$ cat src/rtl/sr_ff_bank_if.sv
// Request/status bundle for sr_ff_bank.
//   en, s, r         : per-channel enable, set and reset requests (WIDTH each)
//   clr              : clear of the sticky conflict flags and the conflict counter
//   q                : flip-flop outputs (WIDTH)
//   conflict         : per-channel conflict pulse (WIDTH)
//   conflict_sticky  : per-channel latched conflict (WIDTH)
//   conflict_cnt     : saturating count of cycles that had a conflict (CNT_W)
interface sr_ff_bank_if #(
   parameter int unsigned WIDTH = 8,
   parameter int unsigned CNT_W = 8
) ();
   logic [WIDTH-1:0] en;
   logic [WIDTH-1:0] s;
   logic [WIDTH-1:0] r;
   logic             clr;
   logic [WIDTH-1:0] q;
   logic [WIDTH-1:0] conflict;
   logic [WIDTH-1:0] conflict_sticky;
   logic [CNT_W-1:0] conflict_cnt;

   modport master (
      output en, s, r, clr,
      input  q, conflict, conflict_sticky, conflict_cnt
   );

   modport slave (
      input  en, s, r, clr,
      output q, conflict, conflict_sticky, conflict_cnt
   );
endinterface

$ cat src/rtl/sr_ff_bank.sv
// Multi-channel synchronous SR flip-flop bank with a selectable S=R=1
// resolution, an optional rising-edge request mode and conflict monitoring.
//   clk      : clock, all state changes on the rising edge
//   reset_n  : synchronous active-low reset
//   bus      : sr_ff_bank_if slave (en/s/r/clr in; q/conflict/sticky/cnt out)
module sr_ff_bank #(
   parameter int unsigned WIDTH         = 8,
   parameter int unsigned CONFLICT_MODE = 0,
   parameter int unsigned EDGE_MODE     = 0,
   parameter int unsigned CNT_W         = 8
) (
   input logic          clk,
   input logic          reset_n,
   sr_ff_bank_if.slave  bus
);

   localparam logic [CNT_W-1:0] CNT_MAX = {CNT_W{1'b1}};

   logic [WIDTH-1:0] q_r;
   logic [WIDTH-1:0] conflict_r;
   logic [WIDTH-1:0] sticky_r;
   logic [WIDTH-1:0] s_d;
   logic [WIDTH-1:0] r_d;
   logic [CNT_W-1:0] cnt_r;

   logic [WIDTH-1:0] se_c;
   logic [WIDTH-1:0] re_c;
   logic [WIDTH-1:0] q_nxt_c;
   logic [WIDTH-1:0] conflict_nxt_c;
   logic [WIDTH-1:0] sticky_nxt_c;
   logic [CNT_W-1:0] cnt_nxt_c;
   logic             any_c;

   // Effective requests: raw levels, or rising edges against last cycle's inputs.
   always_comb begin
      se_c = bus.s;
      re_c = bus.r;
      if (EDGE_MODE != 0) begin
         se_c = bus.s & ~s_d;
         re_c = bus.r & ~r_d;
      end
   end

   // Per-channel next state; disabled channels hold.
   always_comb begin
      q_nxt_c = q_r;
      for (int i = 0; i < int'(WIDTH); i++) begin
         if (bus.en[i]) begin
            case ({se_c[i], re_c[i]})
               2'b01:   q_nxt_c[i] = 1'b0;
               2'b10:   q_nxt_c[i] = 1'b1;
               2'b11: begin
                  case (CONFLICT_MODE)
                     1:       q_nxt_c[i] = 1'b1;
                     2:       q_nxt_c[i] = 1'b0;
                     3:       q_nxt_c[i] = ~q_r[i];
                     default: q_nxt_c[i] = q_r[i];
                  endcase
               end
               default: q_nxt_c[i] = q_r[i];
            endcase
         end
      end
   end

   // Conflict monitoring; a conflict in the clr cycle survives the clear.
   always_comb begin
      conflict_nxt_c = bus.en & se_c & re_c;
      any_c          = |conflict_nxt_c;
      sticky_nxt_c   = bus.clr ? conflict_nxt_c : (sticky_r | conflict_nxt_c);
      cnt_nxt_c      = cnt_r;
      if (bus.clr) begin
         cnt_nxt_c = any_c ? CNT_W'(1) : '0;
      end else if (any_c && (cnt_r != CNT_MAX)) begin
         cnt_nxt_c = cnt_r + CNT_W'(1);
      end
   end

   // State registers; edge history updates regardless of en.
   always_ff @(posedge clk) begin
      if (!reset_n) begin
         q_r        <= '0;
         conflict_r <= '0;
         sticky_r   <= '0;
         cnt_r      <= '0;
         s_d        <= '0;
         r_d        <= '0;
      end else begin
         q_r        <= q_nxt_c;
         conflict_r <= conflict_nxt_c;
         sticky_r   <= sticky_nxt_c;
         cnt_r      <= cnt_nxt_c;
         s_d        <= bus.s;
         r_d        <= bus.r;
      end
   end

   assign bus.q               = q_r;
   assign bus.conflict        = conflict_r;
   assign bus.conflict_sticky = sticky_r;
   assign bus.conflict_cnt    = cnt_r;

endmodule

$ cat src/flat_wrapper.sv
// flat-port wrapper written by rule: the top's interface ports become plain ports
module sr_ff_bank_flat 
#(
   parameter int unsigned WIDTH         = 8,
   parameter int unsigned CONFLICT_MODE = 0,
   parameter int unsigned EDGE_MODE     = 0,
   parameter int unsigned CNT_W         = 8
)
  (clk, reset_n, bus_en, bus_s, bus_r, bus_clr, bus_q, bus_conflict, bus_conflict_sticky, bus_conflict_cnt);
  sr_ff_bank_if #(.WIDTH(WIDTH), .CNT_W(CNT_W)) bus_i ();
  input logic clk;
  input logic reset_n;
  input wire logic [$bits(bus_i.en)-1:0] bus_en;
  input wire logic [$bits(bus_i.s)-1:0] bus_s;
  input wire logic [$bits(bus_i.r)-1:0] bus_r;
  input wire logic [$bits(bus_i.clr)-1:0] bus_clr;
  output wire logic [$bits(bus_i.q)-1:0] bus_q;
  output wire logic [$bits(bus_i.conflict)-1:0] bus_conflict;
  output wire logic [$bits(bus_i.conflict_sticky)-1:0] bus_conflict_sticky;
  output wire logic [$bits(bus_i.conflict_cnt)-1:0] bus_conflict_cnt;
  assign bus_i.en = bus_en;
  assign bus_i.s = bus_s;
  assign bus_i.r = bus_r;
  assign bus_i.clr = bus_clr;
  assign bus_q = bus_i.q;
  assign bus_conflict = bus_i.conflict;
  assign bus_conflict_sticky = bus_i.conflict_sticky;
  assign bus_conflict_cnt = bus_i.conflict_cnt;
  sr_ff_bank #(.WIDTH(WIDTH), .CONFLICT_MODE(CONFLICT_MODE), .EDGE_MODE(EDGE_MODE), .CNT_W(CNT_W)) u_core (.clk(clk), .reset_n(reset_n), .bus(bus_i));
endmodule
$ cat config.mk
export PLATFORM = sky130hd
export DESIGN_NAME = sr_ff_bank_flat
export DESIGN_NICKNAME = d
export VERILOG_FILES = /design/src/rtl/sr_ff_bank_if.sv /design/src/rtl/sr_ff_bank.sv /design/src/flat_wrapper.sv
export SDC_FILE = /design/constraint.sdc
export NUM_CORES = 1
export LEC_CHECK = 0
export ABC_CLOCK_PERIOD_IN_PS = 1850
export CAP_MARGIN = 20
export CORE_ASPECT_RATIO = 2
export CORE_UTILIZATION = 41
export CTS_BUF_LIST = sky130_fd_sc_hd__clkbuf_16
export DETAILED_ROUTE_END_ITERATION = 16
export PLACE_DENSITY = 0.78
export SLEW_MARGIN = 20
export SYNTH_ARGS = -nofsm -noshare
export SYNTH_HDL_FRONTEND = slang
export SYNTH_SLANG_ARGS = --single-unit
$ cat constraint.sdc
create_clock -name clk -period 1.85 [get_ports clk]
set_input_delay 0.37 -clock clk [delete_from_list [all_inputs] [get_ports clk]]
set_output_delay 0.37 -clock clk [all_outputs]
set_load 0.02 [all_outputs]
# After elaboration in Yosys (flattened, before gate mapping)
# Index checks and enable logic that the tools add are counted.
[word_totals]
wordCells = 63
output_inout_bits = 32
regBits = 32
inputBits = 27
[op_classes]
reduce_logical = 19
n_addsub = 1
bitwise = 3
n_mux = 12
n_eq_ne = 17
[ops]
columns = ["cell", "n"]
rows = [
  ["8-bit 2-to-1 mux", 3],
  ["2-bit nonzero test", 9],
  ["8-bit AND", 2],
  ["2-bit by 1-bit equality test with 1-bit output, second input constant", 8],
  ["2-bit equality test, second input constant", 8],
  ["1-bit one-hot mux with 2 select lines", 8],
  ["2-bit AND reduction", 8],
  ["8-bit by 1-bit adder with 8-bit output, second input constant", 1],
  ["8-bit inequality test, second input constant", 1],
  ["8-bit OR", 1],
  ["8-bit OR reduction", 1],
  ["1-bit logical AND", 1],
  ["1-bit 2-to-1 mux", 1],
]

# Logic depth before layout (Yosys ltp)
# Gate-level depths: netlist (run 1).
[logic_depth]
depth_word = 6
depth_mapped = 6
mapped_depth_nobuf = 6

# Least setup slack after synthesis (run 1)
# No wires, ideal clock.
[synth_timing]
path_kind = "reg-to-reg"
from = "reg u_core.cnt_r[0], in the netlist u_core.bus.conflict_cnt[0]"
to = "reg u_core.cnt_r[5], in the netlist u_core.bus.conflict_cnt[5]"
path_stages_with_launch = 7
slack_ps = 52
required_ps = 1790
n_path_buf = 0
setup_ps = 60
period_less_slack_ps = 1798
t_arrival_ps = 1738
path_cell_list = "dfxtp_1 -> ha_1 -> and2_4 -> and4_4 -> or3_1 -> or4_1 -> nand2_1"
[synth_via]
elab_chain_len = 3
word_cells_on_any_way = 6
classes_between = "1 x add/sub; 1 x eq/ne; 2 x mux; 2 x reduce/logical"
[synth_lines]
columns = ["item", "line_no", "text"]
rows = [
  ["start: declaration", "sr_ff_bank.sv:24", "logic [CNT_W-1:0] cnt_r;"],
  ["start signal: assignment", "sr_ff_bank.sv:92", "cnt_r <= cnt_nxt_c;"],
  ["8-bit by 1-bit adder with 8-bit output / 8-bit inequality test (equally long branches)", "sr_ff_bank.sv:75, sr_ff_bank.sv:74", ""],
  ["8-bit 2-to-1 mux / 1-bit logical AND (equally long branches)", "sr_ff_bank.sv:74", "end else if (any_c && (cnt_r != CNT_MAX)) begin"],
  ["8-bit 2-to-1 mux / 2-bit nonzero test (equally long branches)", "n/a", ""],
]
# Several ways; a longest one is shown, not always the timed one. The select of a mux whose other input is x is not followed.
# A chain may end at the register's enable or synchronous reset.

# Final worst setup path (run 1)
[layout_timing]
from = "reg u_core.cnt_r[1], in the netlist u_core.bus.conflict_cnt[1]"
to = "reg u_core.cnt_r[5], in the netlist u_core.bus.conflict_cnt[5]"
# The elaborated chain is that of the path after synthesis.

==> flow_summary.toml, run 1 <==
[logic_synthesis]
synth_edf_count = 0
syn_area_um2 = 1350
synth_ff_type = "dfxtp_1"
syn_avg_cell_area_um2 = 9.26
yosys.area.top_type = "dfxtp_1"
synthArstFlopShare = 0
yosysWarningCount = 0
synth_top_cell_area_share = 0.474
ys_seq_area_frac = 0.474
ys_types = 26
synth.top_cells.by_area = "dfxtp_1 (47%), ha_1 (8.3%), mux2i_1 (5.9%), nor2_1 (5.3%), nand3_1 (4.4%)"
syn-instance-count = 146
synth_seq_cells = 32
synth_nets = 182

[sta]
fin_tns_setup_ps = 0
timing.final.ws_setup_ps = 68.6
max_slew_margin = 0.808
rsz0062_at_grt = "false"
setup_viol = 0
worstMarginPinSlew_ps = 286
finalClockSkew_ps = 2.49
fmax_mhz = 561
finalCriticalPeriod_ps = 1780
period_share = 0.963
finalHoldViolations = 0
finalMaxSlewViolations = 0
hold_ws_ps = 446

[critical_path]
reg2reg_depth = 6
crit_chain = "ha_1 > and2_4 > and4_4 > or3_1 > or4_1 > nand2_1"
cp.arrival_ps = 2000
worstPathMaxFanout = 6
crit_path_end_kind = "register"
worst-setup-path-type = "register to register"
path_delay_family = "simple AND/OR/NAND/NOR gates"
startpoint_type = "register"
worst-path-stages = 6
cp.required_ps = 2070
cp_slowest_cell = "or4_1"
crit_path_max_incr_delay_ps = 400
path_buf_inv = 0

[placed_design]
dp.final_hpwl_um = 2750
place_inst = 244
gp_congestion = 0.866
port_buffers = 58
dp_slack_ps = -155

[clock_network]
cts_tree = "built"
cts.clk_slew.worst_paths_ps = 50
cts_buffer_depth = 2
cts_made_buffers = 5
ctsHoldBuffers = 0
clk_latency_ps = 270
cts_sinks = 32
cts_root_buf = "clkbuf_16"
h-tree-depth = 2

[power]
vdd_drop_max_mv = 0.768
internal_power_mw = 1.34
sw_frac_of_total = 0.228
powerDensity_nw_per_um2 = 793
pwr-share-comb = 0.152
sequentialPowerShare = 0.416
p_switching_uw = 397
clkPwrFrac = 0.432
p_leak_nw = 0.961

[worst_hold_path]
holdPathStages = 1
hold_path_class = "register to register"

[route]
wire_per_inst_um = 13.8
drt-total-wl_um = 3470
routed_via_density = 5.28
dr.first_iter.drc_count = 28
ant_nets = 0
drc = 0
num_vias = 1331
drtPass1Iterations = 4

[floorplanning]
io_pins = 59
initial_utilization = 0.428
core-area_um2 = 3160
row_count = 29
dieArea_um2 = 3540
die_h_um = 83.2
die_w_um = 42.6

[global_routing]
grt_pass1_wl_um = 5920
grt.busiest_layer = "met2"
gr-total-overflow = 0
grt_usage = 0.220
grtUsageMet2 = 0.394
grt_max_degree = 17
grt_pass1_vias = 1403
antenna_found_initial = 0
use_met1 = 0.211
use_met3 = 0.0848

[cells_and_area]
area_growth_pct = 62.0
num-nets-final = 256
post-route-util = 0.694
drive_gt1_frac = 0.0905
antenna_cells = 0
instances_no_fill = 252

[outcome]
status = "finished, final reports clean"

[flow_run]
drv_cap = 0
## cell families after synthesis
kind of cell,Yosys count,share of synthesized area
AO/OA/AOI/OAI,24,0.109
adder cells (fa/ha/maj),9,0.0833
buffers and inverters,11,0.0315
flip-flops,32,0.474
multiplexers,8,0.0593
AND/OR/NAND/NOR,62,0.243
## synthesized netlist by cell type, types with 3 or more instances
library cell / number
mux2i_1: 8
nand3_1: 12
a21oi_1: 7
inv_1: 8
nor2b_1: 9
or3_1: 4
dfxtp_1: 32
o21ai_0: 6
or4_1: 3
a21o_1: 8
nand2_1: 8
ha_1: 9
nor2_1: 19
## worst reg2reg max path, delay by kind of cell, from the launching register on
kind / cells / cell delay, ps
adder cells (fa/ha/maj): 1 / 200
flip-flops: 1 / 330
AND/OR/NAND/NOR: 5 / 1190
## registers in the layout (all words and copies together), names as in the netlist
register,count
u_core.bus.conflict_cnt,8
u_core.bus.conflict_sticky,8
u_core.bus.conflict,8
u_core.bus.q,8
## cells in the final DEF (no fill, tap or decap)
| master | instances |
|---|---|
| clkdlybuf4s50_1 | 58 |
| dfxtp_1 | 32 |
| nor2_1 | 19 |
| nand3_1 | 12 |
| buf_4 | 11 |
| inv_1 | 10 |
| nor2b_1 | 9 |
| ha_1 | 9 |
| a21o_1 | 8 |
| mux2i_1 | 8 |
| nand2_1 | 8 |
| a21oi_1 | 7 |
| o21ai_0 | 6 |
| clkbuf_16 | 5 |
| or3_1 | 4 |
| or4_1 | 3 |
| clkinv_1 | 2 |
| nor4_4 | 1 |
| and3_4 | 1 |
| and2_4 | 1 |
| nor4_1 | 1 |
| nand2b_1 | 1 |
| a211oi_1 | 1 |
| nand4_1 | 1 |
| and4_4 | 1 |
| o211ai_1 | 1 |
| o31ai_1 | 1 |
## path summary, 6_finish.rpt
kind                                       from                       endpoint  slack, ps
setup / recovery     u_core.bus.conflict_cnt[1]     u_core.bus.conflict_cnt[5]         70
hold / removal    u_core.bus.conflict_sticky[3]  u_core.bus.conflict_sticky[3]        450
setup reg to reg     u_core.bus.conflict_cnt[1]     u_core.bus.conflict_cnt[5]         70
hold reg to reg   u_core.bus.conflict_sticky[3]  u_core.bus.conflict_sticky[3]        450
## metal layers
layer / vias up / part of all wire / wire [µm]
met5: - / 0 / 0
met4: 0 / 0.023 / 79
met3: 12 / 0.063 / 217
met2: 55 / 0.55 / 1920
met1: 608 / 0.36 / 1260
li1: 656 / - / -
## final cells by class
class	count	area, µm²
clock buffers	5	125
multi-input cells	103	677
inverters	9	33.8
flip-flops and latches	32	641
repair buffers	69	663
fillers	248	967
well taps	31	38.8
clock inverters	3	11.3
## repair_timing
item,in CTS,in global routing
buffers inserted,0,0
resized for setup,0,1
setup endpoints to repair,0,2
## power by group through the flow
stage	Clock [mW]	Sequential [mW]	Combinational, mW
floorplan	0	0.764	0.0836
global placement	0	0.736	0.251
detailed placement	0	0.736	0.261
CTS	0.764	0.723	0.263
global route	0.802	0.724	0.289
finish	0.750	0.723	0.264
## per-stage QoR
step	area (µm²)	power, mW
2_1_floorplan	1350	0.848
3_3_place_gp	2040	0.986
3_5_place_dp	2040	0.997
4_1_cts	2180	1.75
5_1_grt	2190	1.82
6_report	2190	1.74
Power figures use the tool's default switching activity.
==> run 2: changes to the inputs <==
- ABC_CLOCK_PERIOD_IN_PS: 1850 -> 1600
- CORE_UTILIZATION: 41 -> 37
- PLACE_DENSITY: 0.78 -> 0.75
- clock period: 1.85 -> 1.6 ns (I/O delays scaled with it)
==> run 2 against run 1 <==
The run now ends with negative setup slack left. Clock power increased by 43%. Non-clock buffer count grew 14. Critical path depth is 2 higher. Largest cell class unchanged.
==> flow_summary.toml, run 2 (same netlist as run 1, synthesis figures left out) <==
[cells_and_area]
drive_gt1_frac = 0.272
fillCellCount = 286
area_growth_pct = 79.7
num-nets-final = 270
layout_commonest_cell = "dlygate4sd2_1"
final_cell_mix = "dlygate4sd2_1 (32), dfxtp_1 (30), clkdlybuf4s50_1 (26), buf_4 (24), nor2_1 (19)"
antenna_cells = 0

[critical_path]
cp.arrival_ps = 1970
crit_path_end_kind = "register"
startpoint_type = "register"
worst-setup-path-type = "register to register"
worstPathMaxFanout = 4
cp.required_ps = 1810

[global_routing]
grt_pass1_wl_um = 6690
grt_max_degree = 18
grt_usage = 0.240
gr-total-overflow = 0
antenna_found_initial = 0
grt_pass1_vias = 1451

[power]
p_leak_nw = 1.12
powerDensity_nw_per_um2 = 916
vdd_drop_max_mv = 0.918

[floorplanning]
io_pins = 59
initial_utilization = 0.391
core-area_um2 = 3450
die_w_um = 44.7
dieArea_um2 = 3910
row_count = 30
die_h_um = 87.5

[clock_network]
cts_buffer_depth = 2
clk_latency_ps = 280
cts.clk_slew.worst_paths_ps = 50
cts_root_buf = "clkbuf_16"
cts_sinks = 32
cts_made_buffers = 5
cts_tree = "built"
ctsHoldBuffers = 0
h-tree-depth = 2

[route]
ant_nets = 0
wl_met1_um = 1390
num_vias = 1458
drtPass1Iterations = 4
drt-total-wl_um = 4330
top_layer_used = "met4"
drc = 0
dr_wl_met3_um = 221
routed_via_density = 5.15
dr.first_iter.drc_count = 37
dr_wl_met2_um = 2540
wire_per_inst_um = 15.3

[sta]
rsz0062_at_grt = "true"
finalCriticalPeriod_ps = 1760
finalHoldViolations = 0
finalClockSkew_ps = 3.20
finalMaxSlewViolations = 0
max_slew_margin = 0.778
worstMarginPinSlew_ps = 330
fin_tns_setup_ps = -484
hold_ws_ps = 448
period_share = 1.10
timing.final.ws_setup_ps = -159
fmax_mhz = 569
setup_viol = 5

[placed_design]
port_buffers = 58
dp_slack_ps = -409
dp.final_hpwl_um = 3060
gp_congestion = 0.949

[flow_run]
drv_cap = 0

[worst_hold_path]
hold_path_class = "register to register"

[outcome]
status = "finished, violations left"
violations = "negative setup slack"
-- run 2: changes by cell type in the layout (fill, tap and decap cells not counted), moves of 5 or more --
| cell | delta |
|---|---|
| clkdlybuf4s50_1 | -32 |
| dlygate4sd2_1 | +32 |
| buf_4 | +13 |
| nand3_2 | +10 |
| nand3_1 | -10 |
| nand2_2 | +5 |
| nand2_1 | -5 |
-- run 2: where the power goes --
| part | total, mW | leakage [nW] | switching, mW | internal [mW] |
|---|---|---|---|---|
| clock | 1.07 | 0.0798 | 0.343 | 0.730 |
| sequential | 0.838 | 0.261 | 0.0139 | 0.824 |
| combinational | 0.314 | 0.783 | 0.158 | 0.156 |
| total | 2.22 | 1.12 | 0.515 | 1.71 |
-- run 2: through the flow --
| stage | area, µm² | power (mW) | util | cells |
|---|---|---|---|---|
| global route | 2430 | 2.30 | 0.703 | 283 |
| CTS | 2360 | 2.24 | 0.684 | 280 |
| global placement | 2130 | 1.14 | 0.616 | 267 |
| finish | 2430 | 2.22 | 0.703 | 283 |
| floorplan | 1370 | 0.984 | - | 146 |
| detailed placement | 2130 | 1.16 | 0.616 | 267 |
-- run 2: layout make-up --
cell class	instances	area [µm²]	share of cell area
Multi-Input combinational cell	103	790	0.325
Timing Repair Buffer	83	732	0.301
Sequential cell	32	646	0.266
Clock buffer	5	125	0.0515
Tap cell	48	60.1	0.0247
Clock inverter	3	42.5	0.0175
Inverter	9	33.8	0.0139
-- run 2: final timing paths --
path	start	to	slack, ps	cells past startpoint
max	u_core.bus.conflict_cnt[0]	u_core.bus.conflict_cnt[2]	-160	8
min	u_core.bus.conflict_sticky[5]	u_core.bus.conflict_sticky[5]	450	1
max reg2reg	u_core.bus.conflict_cnt[0]	u_core.bus.conflict_cnt[2]	-160	8
min reg2reg	u_core.bus.conflict_sticky[5]	u_core.bus.conflict_sticky[5]	450	1
-- run 2: timing repair --
action	in CTS	in global routing
pin swaps	10	8
setup endpoints to repair	13	6
buffers inserted	6	5
resized for setup	47	12
-- run 2: layer usage --
layer  global-route usage  vias to the layer above
met5                    0                        -
met4                0.143                        0
met3               0.0602                       20
met2                0.447                       69
met1                0.218                      687
li1                     -                      682
-- run 2: worst max-delay path, cell delays in order (launching register included) --
cell and delay, ps:
dfxtp_4 340, ha_4 160, and2_4 160, buf_6 120, nand4_1 200, buf_4 170
nand2_2 50, or3_1 350, a21oi_1 140
==> run 3: changes to the inputs <==
- CORE_MARGIN: unset -> 8
==> run 3 against run 2 <==
The run still ends with negative setup slack left. Via count is 7.7% lower. Worst hold slack worse by 92 ps. Final cell count is 2.1% lower. Sequential share of layout area is 0.52 points higher. Total power is 11% lower. Clock-buffer cell count stayed put. Fmax is 3.5% higher. Routed wire length is 9.9% lower.
==> flow_summary.toml, run 3 (same netlist as run 1, synthesis figures left out) <==
[cells_and_area]
drive_gt1_frac = 0.224
final_cell_mix = "dfxtp_1 (30), clkdlybuf4s50_1 (25), dlygate4sd2_1 (20), nor2_1 (19), buf_4 (19)"
layout_commonest_cell = "dfxtp_1"
instances_no_fill = 277
num-nets-final = 265
area_growth_pct = 76.3
antenna_cells = 0

[route]
drc = 0
wire_per_inst_um = 14.1
ant_nets = 0
drtPass1Iterations = 4
num_vias = 1346
routed_via_density = 4.86
dr.first_iter.drc_count = 8
drt-total-wl_um = 3910

[sta]
finalHoldViolations = 0
setup_viol = 1
hold_ws_ps = 357
max_slew_margin = 0.574
finalCriticalPeriod_ps = 1700
rsz0062_at_grt = "true"
fin_tns_setup_ps = -99.2
finalMaxSlewViolations = 0
timing.final.ws_setup_ps = -99.2
worstMarginPinSlew_ps = 637
fmax_mhz = 589
finalClockSkew_ps = 6.85
period_share = 1.06

[worst_hold_path]
holdPathStages = 3
hold_path_class = "input pin to register"

[critical_path]
crit_path_max_incr_delay_ps = 400
path_buf_inv = 0
reg2reg_depth = 6
worst-path-stages = 6
cp_slowest_cell = "or4_1"
startpoint_type = "register"
path_delay_family = "simple AND/OR/NAND/NOR gates"
cp.required_ps = 1820
crit_chain = "ha_4 > and2_4 > and4_4 > or3_4 > or4_1 > nand2_1"
cp.arrival_ps = 1910
worst-setup-path-type = "register to register"
worstPathMaxFanout = 2
crit_path_end_kind = "register"

[global_routing]
grtUsageMet2 = 0.244
grt.busiest_layer = "met2"
antenna_found_initial = 0
gr-total-overflow = 0
grt_pass1_wl_um = 6030
use_met1 = 0.123
grt_usage = 0.133
grt_max_degree = 18
grt_pass1_vias = 1359
use_met3 = 0.0483

[placed_design]
dp.final_hpwl_um = 3000
gp_congestion = 0.815
port_buffers = 58
place_inst = 268

[outcome]
violations = "negative setup slack"
status = "finished, violations left"

[clock_network]
cts_made_buffers = 5
ctsHoldBuffers = 0
clk_latency_ps = 270
cts_buffer_depth = 2
cts_sinks = 32
cts_tree = "built"
h-tree-depth = 2
cts_root_buf = "clkbuf_16"
cts.clk_slew.worst_paths_ps = 50

[floorplanning]
io_pins = 59
die_w_um = 58.7
initial_utilization = 0.379
dieArea_um2 = 5960
row_count = 31
die_h_um = 101
core-area_um2 = 3570

[power]
p_leak_nw = 1.20
powerDensity_nw_per_um2 = 831
vdd_drop_max_mv = 0.791

[flow_run]
drv_cap = 0
-- run 3: layout make-up --
cell class,instances,area [µm²]
clock inverters,1,3.75
multi-input cells,104,782
flip-flops and latches,32,646
inverters,9,33.8
fillers,314,1190
repair buffers,77,731
well taps,49,61.3
clock buffers,5,125
-- run 3: power by group --
group	total, mW	switching [mW]	internal (mW)	leakage (nW)
clock	0.835	0.286	0.549	0.0669
sequential	0.838	0.0131	0.825	0.261
combinational	0.307	0.150	0.157	0.873
total	1.98	0.449	1.53	1.20
-- run 3: routing by layer --
| layer | vias up | routed length (µm) |
|---|---|---|
| met5 | - | 0 |
| met4 | 0 | 70 |
| met3 | 5 | 173 |
| met2 | 36 | 2290 |
| met1 | 631 | 1370 |
| li1 | 674 | - |
-- run 3: final timing paths --
check                                     start                             to  slack (ps)
setup reg to reg     u_core.bus.conflict_cnt[0]     u_core.bus.conflict_cnt[5]        -100
hold reg to reg   u_core.bus.conflict_sticky[1]  u_core.bus.conflict_sticky[1]         440
hold / removal                        bus_en[7]         u_core.bus.conflict[7]         360
setup / recovery     u_core.bus.conflict_cnt[0]     u_core.bus.conflict_cnt[5]        -100
-- run 3: worst register-to-register path, cell delays in order, from the launching register on --
cell     delay, ps
dfxtp_4        350
ha_4           150
and2_4         150
and4_4         190
or3_4          340
or4_1          400
nand2_1         70
-- run 3: what timing repair did --
| item | CTS | global route |
|---|---|---|
| setup buffers | 0 | 4 |
| gates cloned | 0 | 1 |
| resized for setup | 32 | 21 |
| setup endpoints to repair | 13 | 8 |
| pin swaps | 6 | 10 |
-- run 3: per-stage QoR --
| step | utilization | worst slack (ps) | power [mW] | instance area [µm²] |
|---|---|---|---|---|
| floorplan | - | -95.9 | 0.984 | 1370 |
| global placement | 0.597 | -362 | 1.15 | 2130 |
| detailed placement | 0.597 | -394 | 1.16 | 2130 |
| CTS | 0.640 | -107 | 2.00 | 2280 |
| global route | 0.668 | -156 | 2.08 | 2380 |
| finish | 0.668 | -99.2 | 1.98 | 2380 |
